### config.mk
export PLATFORM = sky130hd
export DESIGN_NAME = seg7_tick_display_flat
export DESIGN_NICKNAME = d
export VERILOG_FILES = /design/src/rtl/seg7_tick_display_if.sv /design/src/rtl/seg7_tick_display.sv /design/src/flat_wrapper.sv
export SDC_FILE = /design/constraint.sdc
export NUM_CORES = 1
export LEC_CHECK = 0
export ABC_AREA = 1
export BUFFER_PORTS_ARGS = -buffer_cell sky130_fd_sc_hd__buf_4
export CORE_MARGIN = 5
export CORE_UTILIZATION = 60
export DETAILED_ROUTE_END_ITERATION = 7
export PLACE_DENSITY = 0.82
export SYNTH_ARGS = -nofsm -noshare
export SYNTH_HDL_FRONTEND = slang
export SYNTH_SLANG_ARGS = --single-unit
export TNS_END_PERCENT = 1
### constraint.sdc
create_clock -name clk -period 2.4 [get_ports clk]
set_input_delay 0.72 -clock clk [delete_from_list [all_inputs] [get_ports clk]]
set_output_delay 0.72 -clock clk [all_outputs]
set_load 0.02 [all_outputs]
### src/rtl/seg7_tick_display_if.sv
// seg7_tick_display_if
//   Signal bundle between the clock-divider side (master) and the
//   seven-segment tick display (slave).
//   master drives : slow_in, scan_in, en, clr (and up_dn with SEG7_DIR_CTRL_EN)
//   slave drives  : an, seg, dp, count, wrap
//   Optional macro: SEG7_DIR_CTRL_EN adds the up_dn direction input.
interface seg7_tick_display_if;
    logic        slow_in;
    logic        scan_in;
    logic        en;
    logic        clr;
`ifdef SEG7_DIR_CTRL_EN
    logic        up_dn;
`endif
    logic [3:0]  an;
    logic [6:0]  seg;
    logic        dp;
    logic [15:0] count;
    logic        wrap;

    modport master (
        output slow_in, scan_in, en, clr,
`ifdef SEG7_DIR_CTRL_EN
        output up_dn,
`endif
        input  an, seg, dp, count, wrap
    );

    modport slave (
        input  slow_in, scan_in, en, clr,
`ifdef SEG7_DIR_CTRL_EN
        input  up_dn,
`endif
        output an, seg, dp, count, wrap
    );
endinterface

### src/rtl/seg7_tick_display.sv
// seg7_tick_display
//   Counts rising edges of the slow divider clock in a 4-digit BCD counter
//   and time-multiplexes the count onto a 4-digit common-anode display,
//   stepping one digit per rising edge of the scan clock.
//   Ports:
//     clk  - 50 MHz system clock (slow_in/scan_in are sampled on it)
//     ar   - asynchronous reset, active-low
//     bus  - seg7_tick_display_if.slave: slow_in, scan_in, en, clr inputs;
//            an (active-low one-hot), seg {g..a} active-low, dp active-low,
//            count {d3,d2,d1,d0} BCD, wrap (one-cycle pulse) outputs
//   Parameters:
//     BLANK_LZ    - 1 blanks leading zeros on digits 3..1
//     SCAN_DIGITS - number of scanned digits, only 4 is supported
//   Optional macro: SEG7_DIR_CTRL_EN adds up_dn (1 = up, 0 = down count).
module seg7_tick_display #(
    parameter int BLANK_LZ    = 1,
    parameter int SCAN_DIGITS = 4
) (
    input  logic                  clk,
    input  logic                  ar,
    seg7_tick_display_if.slave    bus
);
    localparam int IDX_W = 2;

    logic             slow_dly_q, slow_dly_d;
    logic             scan_dly_q, scan_dly_d;
    logic [IDX_W-1:0] idx_q, idx_d;
    logic [15:0]      count_q, count_d;
    logic             wrap_q, wrap_d;
    logic [3:0]       an_q, an_d;
    logic [6:0]       seg_q, seg_d;
    logic             dp_q, dp_d;

    logic slow_tick, scan_tick;

    function automatic logic [6:0] seg_code(input logic [3:0] d);
        case (d)
            4'd0:    seg_code = 7'b1000000;
            4'd1:    seg_code = 7'b1111001;
            4'd2:    seg_code = 7'b0100100;
            4'd3:    seg_code = 7'b0110000;
            4'd4:    seg_code = 7'b0011001;
            4'd5:    seg_code = 7'b0010010;
            4'd6:    seg_code = 7'b0000010;
            4'd7:    seg_code = 7'b1111000;
            4'd8:    seg_code = 7'b0000000;
            4'd9:    seg_code = 7'b0010000;
            default: seg_code = 7'b1111111;
        endcase
    endfunction

    assign slow_tick = bus.slow_in & ~slow_dly_q;
    assign scan_tick = bus.scan_in & ~scan_dly_q;

    // Edge-detect delay registers
    always_comb begin
        slow_dly_d = bus.slow_in;
        scan_dly_d = bus.scan_in;
    end

    // BCD counter: ripple the carry (or borrow) digit by digit; a carry
    // out of d3 means the counter wrapped in either direction.
    always_comb begin
        logic       up;
        logic       carry;
        logic [3:0] dig;
        count_d = count_q;
        wrap_d  = 1'b0;
        carry   = 1'b0;
        dig     = 4'd0;
`ifdef SEG7_DIR_CTRL_EN
        up      = bus.up_dn;
`else
        up      = 1'b1;
`endif
        if (bus.clr) begin
            count_d = 16'h0000;
        end else if (bus.en && slow_tick) begin
            carry = 1'b1;
            for (int i = 0; i < 4; i++) begin
                dig = count_q[4*i +: 4];
                if (carry) begin
                    if (up) begin
                        if (dig == 4'd9) dig = 4'd0;
                        else begin dig = dig + 4'd1; carry = 1'b0; end
                    end else begin
                        if (dig == 4'd0) dig = 4'd9;
                        else begin dig = dig - 4'd1; carry = 1'b0; end
                    end
                end
                count_d[4*i +: 4] = dig;
            end
            wrap_d = carry;
        end
    end

    // Scan index, free-running on scan ticks
    always_comb begin
        idx_d = idx_q;
        if (scan_tick)
            idx_d = (idx_q == IDX_W'(SCAN_DIGITS - 1)) ? '0 : idx_q + 2'd1;
    end

    // Display decode from the current index and count (registered below)
    always_comb begin
        logic [3:0] sel;
        logic       blank;
        sel   = count_q[{idx_q, 2'b00} +: 4];
        blank = 1'b0;
        case (idx_q)
            2'd3:    blank = (count_q[15:12] == 4'h0);
            2'd2:    blank = (count_q[15:8]  == 8'h00);
            2'd1:    blank = (count_q[15:4]  == 12'h000);
            default: blank = 1'b0;
        endcase
        an_d  = ~(4'b0001 << idx_q);
        seg_d = (blank && (BLANK_LZ != 0)) ? 7'b1111111 : seg_code(sel);
        // Heartbeat: dp on digit 0 follows the slow clock
        dp_d  = ~((idx_q == 2'd0) & bus.slow_in);
    end

    always_ff @(posedge clk or negedge ar) begin
        if (!ar) begin
            slow_dly_q <= 1'b0;
            scan_dly_q <= 1'b0;
            idx_q      <= '0;
            count_q    <= 16'h0000;
            wrap_q     <= 1'b0;
            an_q       <= 4'b1111;
            seg_q      <= 7'b1111111;
            dp_q       <= 1'b1;
        end else begin
            slow_dly_q <= slow_dly_d;
            scan_dly_q <= scan_dly_d;
            idx_q      <= idx_d;
            count_q    <= count_d;
            wrap_q     <= wrap_d;
            an_q       <= an_d;
            seg_q      <= seg_d;
            dp_q       <= dp_d;
        end
    end

    assign bus.an    = an_q;
    assign bus.seg   = seg_q;
    assign bus.dp    = dp_q;
    assign bus.count = count_q;
    assign bus.wrap  = wrap_q;
endmodule

### src/flat_wrapper.sv
// flat-port wrapper written by rule: the top's interface ports become plain ports
module seg7_tick_display_flat 
#(
    parameter int BLANK_LZ    = 1,
    parameter int SCAN_DIGITS = 4
)
  (clk, ar, bus_slow_in, bus_scan_in, bus_en, bus_clr, bus_an, bus_seg, bus_dp, bus_count, bus_wrap);
  seg7_tick_display_if bus_i ();
  input  logic clk;
  input  logic ar;
  input wire logic [$bits(bus_i.slow_in)-1:0] bus_slow_in;
  input wire logic [$bits(bus_i.scan_in)-1:0] bus_scan_in;
  input wire logic [$bits(bus_i.en)-1:0] bus_en;
  input wire logic [$bits(bus_i.clr)-1:0] bus_clr;
  output wire logic [$bits(bus_i.an)-1:0] bus_an;
  output wire logic [$bits(bus_i.seg)-1:0] bus_seg;
  output wire logic [$bits(bus_i.dp)-1:0] bus_dp;
  output wire logic [$bits(bus_i.count)-1:0] bus_count;
  output wire logic [$bits(bus_i.wrap)-1:0] bus_wrap;
  assign bus_i.slow_in = bus_slow_in;
  assign bus_i.scan_in = bus_scan_in;
  assign bus_i.en = bus_en;
  assign bus_i.clr = bus_clr;
  assign bus_an = bus_i.an;
  assign bus_seg = bus_i.seg;
  assign bus_dp = bus_i.dp;
  assign bus_count = bus_i.count;
  assign bus_wrap = bus_i.wrap;
  seg7_tick_display #(.BLANK_LZ(BLANK_LZ), .SCAN_DIGITS(SCAN_DIGITS)) u_core (.clk(clk), .ar(ar), .bus(bus_i));
endmodule
==> results_dict.tcl <==
set metrics [dict create \
    row_count 21 \
    num_io_pins 35 \
    ys_ff_latch 33 \
    fp.dieW_um 68.59 \
    multi_input_area_sq_um 1076 \
    ant_nets 0 \
    grt_max_degree 34 \
    firstDrtPassIters 4 \
    synth_compound_area_share_pct 2.734 \
    cts_setup_buffers 0 \
    synth.mux.area_fraction_pct 0.4860 \
    end_kind "flop" \
    syn_area_sq_um 2059 \
    start_util_pct 61.72 \
    insertion_delay_ns 0.34 \
    max_slew.worst_pin.slew_ns 0.4710 \
    ys_warn_count 0 \
    crit_fanout 14 \
    yosys.area_share.simple_pct 34.57 \
    timing.hold.ws_ns 0.2853 \
    gp_congestion 0.8949 \
    grt-ovfl-total 0 \
    status "completed" \
    peakVddDrop_v 0.0003084 \
    yosysTopAreaCell "dfrtp_1" \
    drc 0 \
    avgRoutedWirePerCell_um 13.12 \
    synthAdderAreaFrac_pct 12.76 \
    regArea_sq_um 840.8 \
    fmax_mhz 538.0 \
    finalClockSkew_ns 0.01498 \
    min_path_type "in2async" \
    synth.most_common_cell "nand2_1" \
    clkTransAtPathRegs_ns 0.10 \
    vias 1755 \
    placed_area_sq_um 2345 \
    p_leak_nw 1.262 \
    finalInstanceArea_sq_um 2415 \
    drive_gt1_share_pct 28.62 \
    cts-resized-gates 0 \
    rsz0062_at_grt "false" \
    power.total_mw 2.152 \
    finalCritPeriodShare_pct 77.44 \
    synth_cells 244 \
    htree_levels 2 \
    ctsHoldBuffers 0 \
    clockBufferDepth 2 \
    synth_top_area_share_pct 25.52 \
    antennaDiodeCount 0 \
    cts_tree "yes" \
    grt_pass1_wl_um 7500 \
    die_height_um 68.59 \
    worstPathRequired_ns 2.65 \
    yosysSeqAreaShare_pct 40.83 \
    synth_xor_area_share_pct 1.701 \
    finalCriticalPeriod_ns 1.859 \
    dp_hpwl_um 3356 \
    fp.coreArea_sq_um 3337 \
    start_kind "flop" \
    drt_wl_total_um 4316 \
    grt_pass1_vias 1690 \
    synth_edf_count 0 \
    synth_area_leaders "dfrtp_1 (26%), dfstp_2 (15%), ha_1 (13%), nand2_1 (9.8%), nand3_1 (9.5%)" \
    fin_setup_tns_ns 0 \
    hold_violations 0 \
    cts_buffers 5 \
    critical_path_class "reg2reg" \
    clock_sinks 33 \
    numPortBuffers 34 \
    synthArstFlopShare_pct 100.0 \
    final_nets 309 \
    syn_avg_cell_area_sq_um 8.440 \
    drtIter0Drc 99 \
    root_buffer "clkbuf_4" \
    synth_top_family_by_area "simple AND/OR/NAND/NOR gates" \
    synthTopCellsByCount "nand2_1 (54), nand3_1 (39), inv_1 (24)" \
    track_usage_pct 21.44 \
    synth_nets 271 \
    routed_via_density 5.334 \
    cp.arrival_ns 2.11 \
    maxSlewHeadroom_pct 68.60 \
    synth_ff_type "dfrtp_1" \
    finalMaxSlewViolations 0 \
    area_growth_pct 17.25 \
    setup_violations 0 \
    nFillCells 276 \
    die-area_sq_um 4704 \
    drv_cap 0 \
    synth.distinct_cells 27 \
    antenna_found_initial 0 \
    cellPowerDensity_nw_per_um2 891.3 \
]
[placed cells by master, fill, tap and decap left out, drive strengths merged]
master,synthesis,layout
nand2,63,63
nand3,46,46
buf,3,34
inv,30,30
ha,21,21
dfrtp,21,21
nor2,17,17
dfstp,12,12
o21ai,9,9
clkbuf,0,7
nand4,6,6
nand3b,4,4
nor3,4,4
xor2,3,3
a21oi,1,1
o22ai,1,1
mux2i,1,1
xnor2,1,1
or2,1,1
clkinv,0,1
[worst paths after layout]
path	cells after the start	from	end	slack, ns
max	9	u_core.idx_q[0]	u_core.bus.seg[5]	0.54
min	1	ar	u_core.bus.count[10]	0.29
max reg2reg	9	u_core.idx_q[0]	u_core.bus.seg[5]	0.54
min reg2reg	2	u_core.scan_dly_q	u_core.idx_q[0]	0.58
max in group asynchronous	1	ar	u_core.bus.an[1]	1.75
min in group clk	1	bus_scan_in	u_core.scan_dly_q	0.49
[critical path, stage by stage, from the launching register on]
cell and delay [ns]:
dfrtp_1 0.65, inv_4 0.17, nand2_1 0.10, nand3_1 0.08, nand2_1 0.18, inv_1 0.09, ha_1 0.17, nand3b_1 0.17
nand3_1 0.10, nand3_1 0.07
[sequential cells by signal, indices dropped and copies added, names as in the netlist]
register and cells:
u_core.idx_q 2, u_core.bus.seg 7, u_core.bus.wrap 1, u_core.slow_dly_q 1, u_core.scan_dly_q 1, u_core.bus.an 4, u_core.bus.dp 1, u_core.bus.count 16
[cells by family after synthesis]
kind of cell,Yosys count
xor+xnor,4
compound gates,11
fa+ha+maj,21
buf+inv,33
simple gates,141
mux,1
flops,33
[routing by layer]
metal	vias to the layer above	share of wire (%)	track usage [%]
li1	868	-	-
met1	836	43	26.23
met2	45	49	36.00
met3	6	6.0	5.348
met4	0	1.3	8.437
met5	-	0	0
[power by group]
part	total [mW]	internal, mW	switching (mW)
clock network	0.353	0.170	0.184
logic	0.966	0.362	0.604
registers	0.833	0.741	0.0922
total	2.15	1.27	0.880
[through the flow]
step | setup WS, ns | util [%] | cells
global placement | 0.6105 | 70.27 | 321
global route | 0.3731 | 72.37 | 329
CTS | 0.5526 | 72.37 | 329
finish | 0.5414 | 72.37 | 329
detailed placement | 0.5787 | 70.27 | 321
floorplan | 0.8752 | - | 244
[area by class of cell]
cell class                 count  share of cell area, %
clock inverter                 1                 0.2073
timing repair buffer          34                  10.57
sequential                    33                  34.82
inverter                      30                  4.767
multi-input combinational    178                  44.56
tap                           46                  2.383
clock buffer                   7                  2.694
(Power assumes the default switching activity.)
